### config.mk
export PLATFORM = sky130hd
export DESIGN_NAME = fft_reorder_buf
export DESIGN_NICKNAME = d
export VERILOG_FILES = /design/src/rtl/fft_reorder_buf.sv
export SDC_FILE = /design/constraint.sdc
export NUM_CORES = 1
export LEC_CHECK = 0
export CORE_UTILIZATION = 55
export DETAILED_ROUTE_END_ITERATION = 6
export PLACE_DENSITY_LB_ADDON = 0.3
export SYNTH_ARGS = -nofsm -noshare
export SYNTH_HDL_FRONTEND = slang
export SYNTH_SLANG_ARGS = --single-unit
### constraint.sdc
create_clock -name clk -period 5.47 [get_ports clk]
set_clock_uncertainty 0.2 [all_clocks]
set_input_delay 0.547 -clock clk [delete_from_list [all_inputs] [get_ports clk]]
set_output_delay 0.547 -clock clk [all_outputs]
set_load 0.01 [all_outputs]
### src/rtl/fft_reorder_buf.sv
// fft_reorder_buf: single-frame reorder buffer between the FFT input stage
// and the butterfly core. A frame is written with optional bit-reversed
// addressing and read back in natural address order.
//
// Handshake (both sides): the producer raises its req while the payload is
// valid, the consumer raises ans when it can take it, and one transfer happens
// on every rising edge where req && ans are both high. Neither side may make
// its req depend combinationally on the other side's ans.
module fft_reorder_buf #(
    parameter int DATA_W  = 16,
    parameter int LOG2N   = 5,
    parameter int BIT_REV = 1
) (
    input  logic              clk,
    input  logic              rst,
    input  logic              req_i,
    output logic              ans_o,
    input  logic [DATA_W-1:0] data_i,
    output logic              req_o,
    input  logic              ans_i,
    output logic [DATA_W-1:0] data_o,
    output logic              busy,
    output logic              frame_done,
    output logic [1:0]        dbg_state
);

    localparam int N = 1 << LOG2N;

    typedef enum logic [1:0] {
        IDLE  = 2'd0,
        LOAD  = 2'd1,
        DRAIN = 2'd2
    } state_t;

    state_t            state;
    logic [LOG2N-1:0]  wcnt;
    logic [LOG2N-1:0]  rcnt;
    logic [LOG2N-1:0]  waddr;
    logic [DATA_W-1:0] mem [N];
    logic              in_xfer;
    logic              out_xfer;

    assign in_xfer   = req_i & ans_o;
    assign out_xfer  = req_o & ans_i;
    assign dbg_state = state;

    // Write address: the sample index, mirrored across all LOG2N bits in bit-reverse mode.
    always_comb begin
        waddr = wcnt;
        if (BIT_REV != 0) begin
            for (int b = 0; b < LOG2N; b++) begin
                waddr[b] = wcnt[LOG2N-1-b];
            end
        end
    end

    // Sample storage; contents survive reset, only the counters are cleared.
    always_ff @(posedge clk) begin
        if (!rst && in_xfer) begin
            mem[waddr] <= data_i;
        end
    end

    // Read port is combinational on rcnt and forced to zero outside DRAIN.
    assign data_o = req_o ? mem[rcnt] : '0;

    // Frame sequencer: IDLE waits for an offer, LOAD fills N samples, DRAIN empties them.
    always_ff @(posedge clk) begin
        if (rst) begin
            state      <= IDLE;
            wcnt       <= '0;
            rcnt       <= '0;
            ans_o      <= 1'b0;
            req_o      <= 1'b0;
            busy       <= 1'b0;
            frame_done <= 1'b0;
        end else begin
            frame_done <= 1'b0;
            case (state)
                IDLE: begin
                    // The first offered sample is only observed here, not consumed.
                    if (req_i) begin
                        state <= LOAD;
                        ans_o <= 1'b1;
                        busy  <= 1'b1;
                    end
                end
                LOAD: begin
                    if (in_xfer) begin
                        wcnt <= wcnt + 1'b1;
                        if (wcnt == LOG2N'(N - 1)) begin
                            state <= DRAIN;
                            ans_o <= 1'b0;
                            req_o <= 1'b1;
                        end
                    end
                end
                DRAIN: begin
                    if (out_xfer) begin
                        rcnt <= rcnt + 1'b1;
                        if (rcnt == LOG2N'(N - 1)) begin
                            state      <= IDLE;
                            req_o      <= 1'b0;
                            busy       <= 1'b0;
                            frame_done <= 1'b1;
                        end
                    end
                end
                default: begin
                    state <= IDLE;
                    ans_o <= 1'b0;
                    req_o <= 1'b0;
                    busy  <= 1'b0;
                end
            endcase
        end
    end

endmodule
# Yosys cells after proc, flatten, opt, wreduce, memory -nomap -nowiden
# Memories as Yosys holds them, arrays and structs flattened. A register that Yosys moved wholly into a read port is not among the register bits.
# Cells that the tools add are included.
# Widths: inputs -> output; s select.
dict set report totals {
  output_inout_bits 22
  mem_count 1
  romBits 0
  latch_bits 0
  register_bits 16
  ram_bits 512
  input_bits 20
}
dict set report op_classes {
  n_reduce_logical 10
  div_mod_pow 0
  bitwise 6
  magnitude_cmp 0
  n_mux 22
  n_shift 0
  multipliers 0
  addsub 2
  n_eq_ne 9
}
# name depth width read_ports rd_ports_with_merged_regs write_ports line
set memory_table {}
lappend memory_table {mem 32 16 1 1 1 39} ;# logic [DATA_W-1:0] mem [N];
# op count
set ops {}
lappend ops {{$mux 16} 1}
lappend ops {{$add 5x1->5 const B} 2}
lappend ops {{$eq 5x5->1 const B} 2}
lappend ops {{$mux 1} 10}
lappend ops {{$mux 2} 5}
lappend ops {{$mux 5} 2}
lappend ops {{$ne 2x2->1 const B} 5}
lappend ops {{$reduce_and 5->1} 2}
lappend ops {{$pmux 1 s3} 3}
lappend ops {{$reduce_and 4->1} 2}
lappend ops {{$pmux 2 s3} 1}
lappend ops {{$not 1->1} 4}
lappend ops {{$reduce_and 2->1} 2}
lappend ops {{$reduce_or 3->1} 1}
lappend ops {{$and 1x1->1} 2}
lappend ops {{$eq 2x1->1 const B} 1}
lappend ops {{$eq 2x2->1 const B} 1}
lappend ops {{$logic_not 2->1} 1}
lappend ops {{$logic_and 1x1->1} 1}
lappend ops {{$logic_not 1->1} 1}

# Depth between registers and ports, before layout
dict set report depth {
  depth_word 4
  ltp_mapped 7
  depth_no_buf 7
}

# Least setup slack after synthesis
# No wires, ideal clock.
dict set report synth_timing {
  path_type {input -> register}
  startpoint {in rst}
  endpoint {mem mem[12][0], enable pin}
  arrival_ps 1907
  setup_ps 388
  slack_ps 2975
  cell_stages 5
  required_time_ps 4882
  cell_sequence {clkbuf_1 nor3_1 nand2b_1 clkbuf_1 nor2_1}
}
dict set report synth_between {
  elab_chain_len 4
}
# item line
set synth_lines {}
lappend synth_lines {{from (decl)} 15} ;# input logic rst,
lappend synth_lines {{$logic_not 1->1} 59} ;# if (!rst && in_xfer) begin
lappend synth_lines {{$logic_and 1x1->1} 59}
lappend synth_lines {{$mux 1} 59}
lappend synth_lines {{$mux 1 (implied by the code)} 60} ;# mem[waddr] <= data_i;
lappend synth_lines {{to (decl)} 39}
# Every way passes these cells.

==> flow_summary.json <==
{
  "status": "complete, no violations",
  "dieHeight_um": 196,
  "place_area_mm2": 0.0218,
  "finalHoldViolCount": 0,
  "synth-seq-area-share_pct": 76.3,
  "synth_edf_count": 512,
  "initial_utilization_pct": 56.3,
  "core_area_mm2": 0.0368,
  "final_area_mm2": 0.0234,
  "reg2reg_depth": 5,
  "crit_end": "data_o[6]",
  "synth_top_family_by_area": "multiplexers",
  "cts_hold_buf": 0,
  "gr-total-overflow": 0,
  "post_synth_mux_area_share_pct": 16.0,
  "critPathLaunchType": "register",
  "dominantRegCellSynth": "edfxtp_1",
  "num_io_pins": 42,
  "drive_gt1_share_pct": 22.4,
  "insertion_delay_ps": 560,
  "cts_tree": "done",
  "clk_root_buffer_cell": "clkbuf_16",
  "rsz0062_at_grt": "no",
  "fin_cells": 1571,
  "rrSetupSlack_ps": 2970,
  "hpwl_um": 26100,
  "yosysTopAreaCell": "edfxtp_1",
  "drt-pass1-iter-count": 5,
  "arrival_ps": 3790,
  "tightest_slew_ps": 1350,
  "fin_util_pct": 63.7,
  "synthesis.nets": 999,
  "cts_resized": 0,
  "slew_headroom_pct": 9.46,
  "grt_usage_pct": 23.9,
  "rows": 70,
  "nNetsFinal": 1092,
  "multi_input_area_mm2": 0.00454,
  "numCtsBuffers": 51,
  "area_growth_pct": 13.2,
  "yosysUniqueCellTypes": 44,
  "worstPathMaxFanout": 46,
  "synth-xor-area-share_pct": 0.169,
  "viasPerCell": 6.39,
  "wirelength_um": 44700,
  "diodes": 0,
  "tns_ps": 0,
  "crit_required_ps": 4720,
  "synth_cells": 970,
  "period_needed_ps": 4530,
  "r2r-start": "ans_o$_SDFFE_PP0P_",
  "criticalPathCategory": "register to output pin",
  "slew_violations": 0,
  "layout_setup_ws_ps": 937,
  "clk_pin_slew_ps": 60,
  "max_freq_mhz": 221,
  "drt_iter0_markers": 1086,
  "period_share_pct": 82.9,
  "clock-sinks": 533,
  "p_total_mw": 7.98,
  "nFillCells": 2386,
  "seq_area_mm2": 0.0158,
  "drcViolationCount": 0,
  "async_flop_share_pct": 0,
  "final_common_cell": "edfxtp_1",
  "synth_compound_area_share_pct": 3.26,
  "placedCellCount": 1477,
  "grt_max_degree": 52,
  "netlist_top_cells_area": "edfxtp_1 74%, mux4_2 9.2%, mux4_1 3.4%",
  "finalSetupViolations": 0,
  "synth-simple-area-share_pct": 1.92,
  "die_area_mm2": 0.0384,
  "synth-seq-cells": 533,
  "cts_setup_buffers": 0,
  "ir_drop_mv": 0.271,
  "grt_pass1_wl_um": 65600,
  "worst_setup_path_end_kind": "output pin",
  "dieWidth_um": 196,
  "synth_top_area_share_pct": 74.2,
  "clock_path_buffers": 3,
  "syn_area_mm2": 0.0207,
  "cellPowerDensity_mw_per_mm2": 340,
  "syn_area_per_cell_um2": 21.3,
  "synthAdderAreaFrac_pct": 0.544,
  "htree_num_levels": 2,
  "ant_nets": 0,
  "io_buffers": 41,
  "wire_per_inst_um": 28.5,
  "most-common-layout-cells": "512 x edfxtp_1, 85 x mux4_2, 51 x clkbuf_16",
  "grt_antenna_before_repair": 0,
  "place_congestion": 0.833,
  "synth_warnings": 0,
  "whs_ps": 302,
  "post-place-ws_ps": 1450,
  "power_leakage_nw": 7.19,
  "first_global_vias": 10070,
  "drv_cap": 0,
  "hold_class": "register to register",
  "num_vias": 10041,
  "r2r-end": "mem[9][12]$_DFFE_PP_"
}
==> cell usage after synthesis (14+ instances only) <==
library cell	number
edfxtp_1	512
mux4_2	85
nor2_1	48
mux2i_1	33
mux2_2	32
mux4_1	27
nand2_1	23
dfxtp_1	21
clkbuf_1	17
a22oi_1	16
a31oi_1	16
buf_2	16
o21ai_0	14
o221ai_1	14
==> report_power, final <==
part | internal, mW | total (mW) | switching, mW
clock network | 1.95 | 3.38 | 1.43
registers | 4.48 | 4.48 | 0.00432
logic | 0.0299 | 0.116 | 0.0857
==> layout make-up <==
class / count / share of cell area (%)
clock buffer: 59 / 5.57
clock inverter: 34 / 1.29
multi-input combinational: 373 / 19.3
tap: 468 / 2.50
sequential: 533 / 67.4
inverter: 10 / 0.160
timing repair buffer: 94 / 3.75
==> worst min path at each step <==
stage	cells after the start	startpoint	slack, ps	to
after floorplan	2	rcnt[4]$_SDFFE_PP0P_	250	register
after global placement	2	rcnt[4]$_SDFFE_PP0P_	270	rcnt[4]$_SDFFE_PP0P_
after CTS	2	rcnt[4]$_SDFFE_PP0P_	300	rcnt[4]$_SDFFE_PP0P_
after global routing	2	rcnt[4]$_SDFFE_PP0P_	340	rcnt[4]$_SDFFE_PP0P_
after detailed placement	2	rcnt[4]$_SDFFE_PP0P_	290	rcnt[4]$_SDFFE_PP0P_
final	2	rcnt[4]$_SDFFE_PP0P_	300	rcnt[4]$_SDFFE_PP0P_
==> cells by family after synthesis <==
kind of cell | Yosys count
XOR/XNOR | 4
AO/OA/AOI/OAI | 92
flip-flops | 533
AND/OR/NAND/NOR | 91
buffers and inverters | 64
multiplexers | 177
adder cells (fa/ha/maj) | 9
==> per-layer routing <==
layer	vias to the layer above	global-route usage [%]	wire, um
li1	4259	-	-
met1	5205	34.9	18300
met2	504	36.7	20900
met3	73	4.30	4080
met4	0	8.68	1420
met5	-	0	0
==> registers in the layout (all words and copies together), names as in the netlist, named ones only <==
signal / count
ans_o: 1
mem: 512
dbg_state: 2
busy: 1
rcnt: 5
frame_done: 1
req_o: 1
wcnt: 5
==> worst max-delay path, cell delays in order, from the launching register on <==
cell             delay, ps
dfxtp_4                760
buf_12                 350
mux4_1                 590
mux2_2                 290
o221ai_1               400
a31oi_1                160
clkdlybuf4s50_1        560
(Power assumes the default switching activity.)
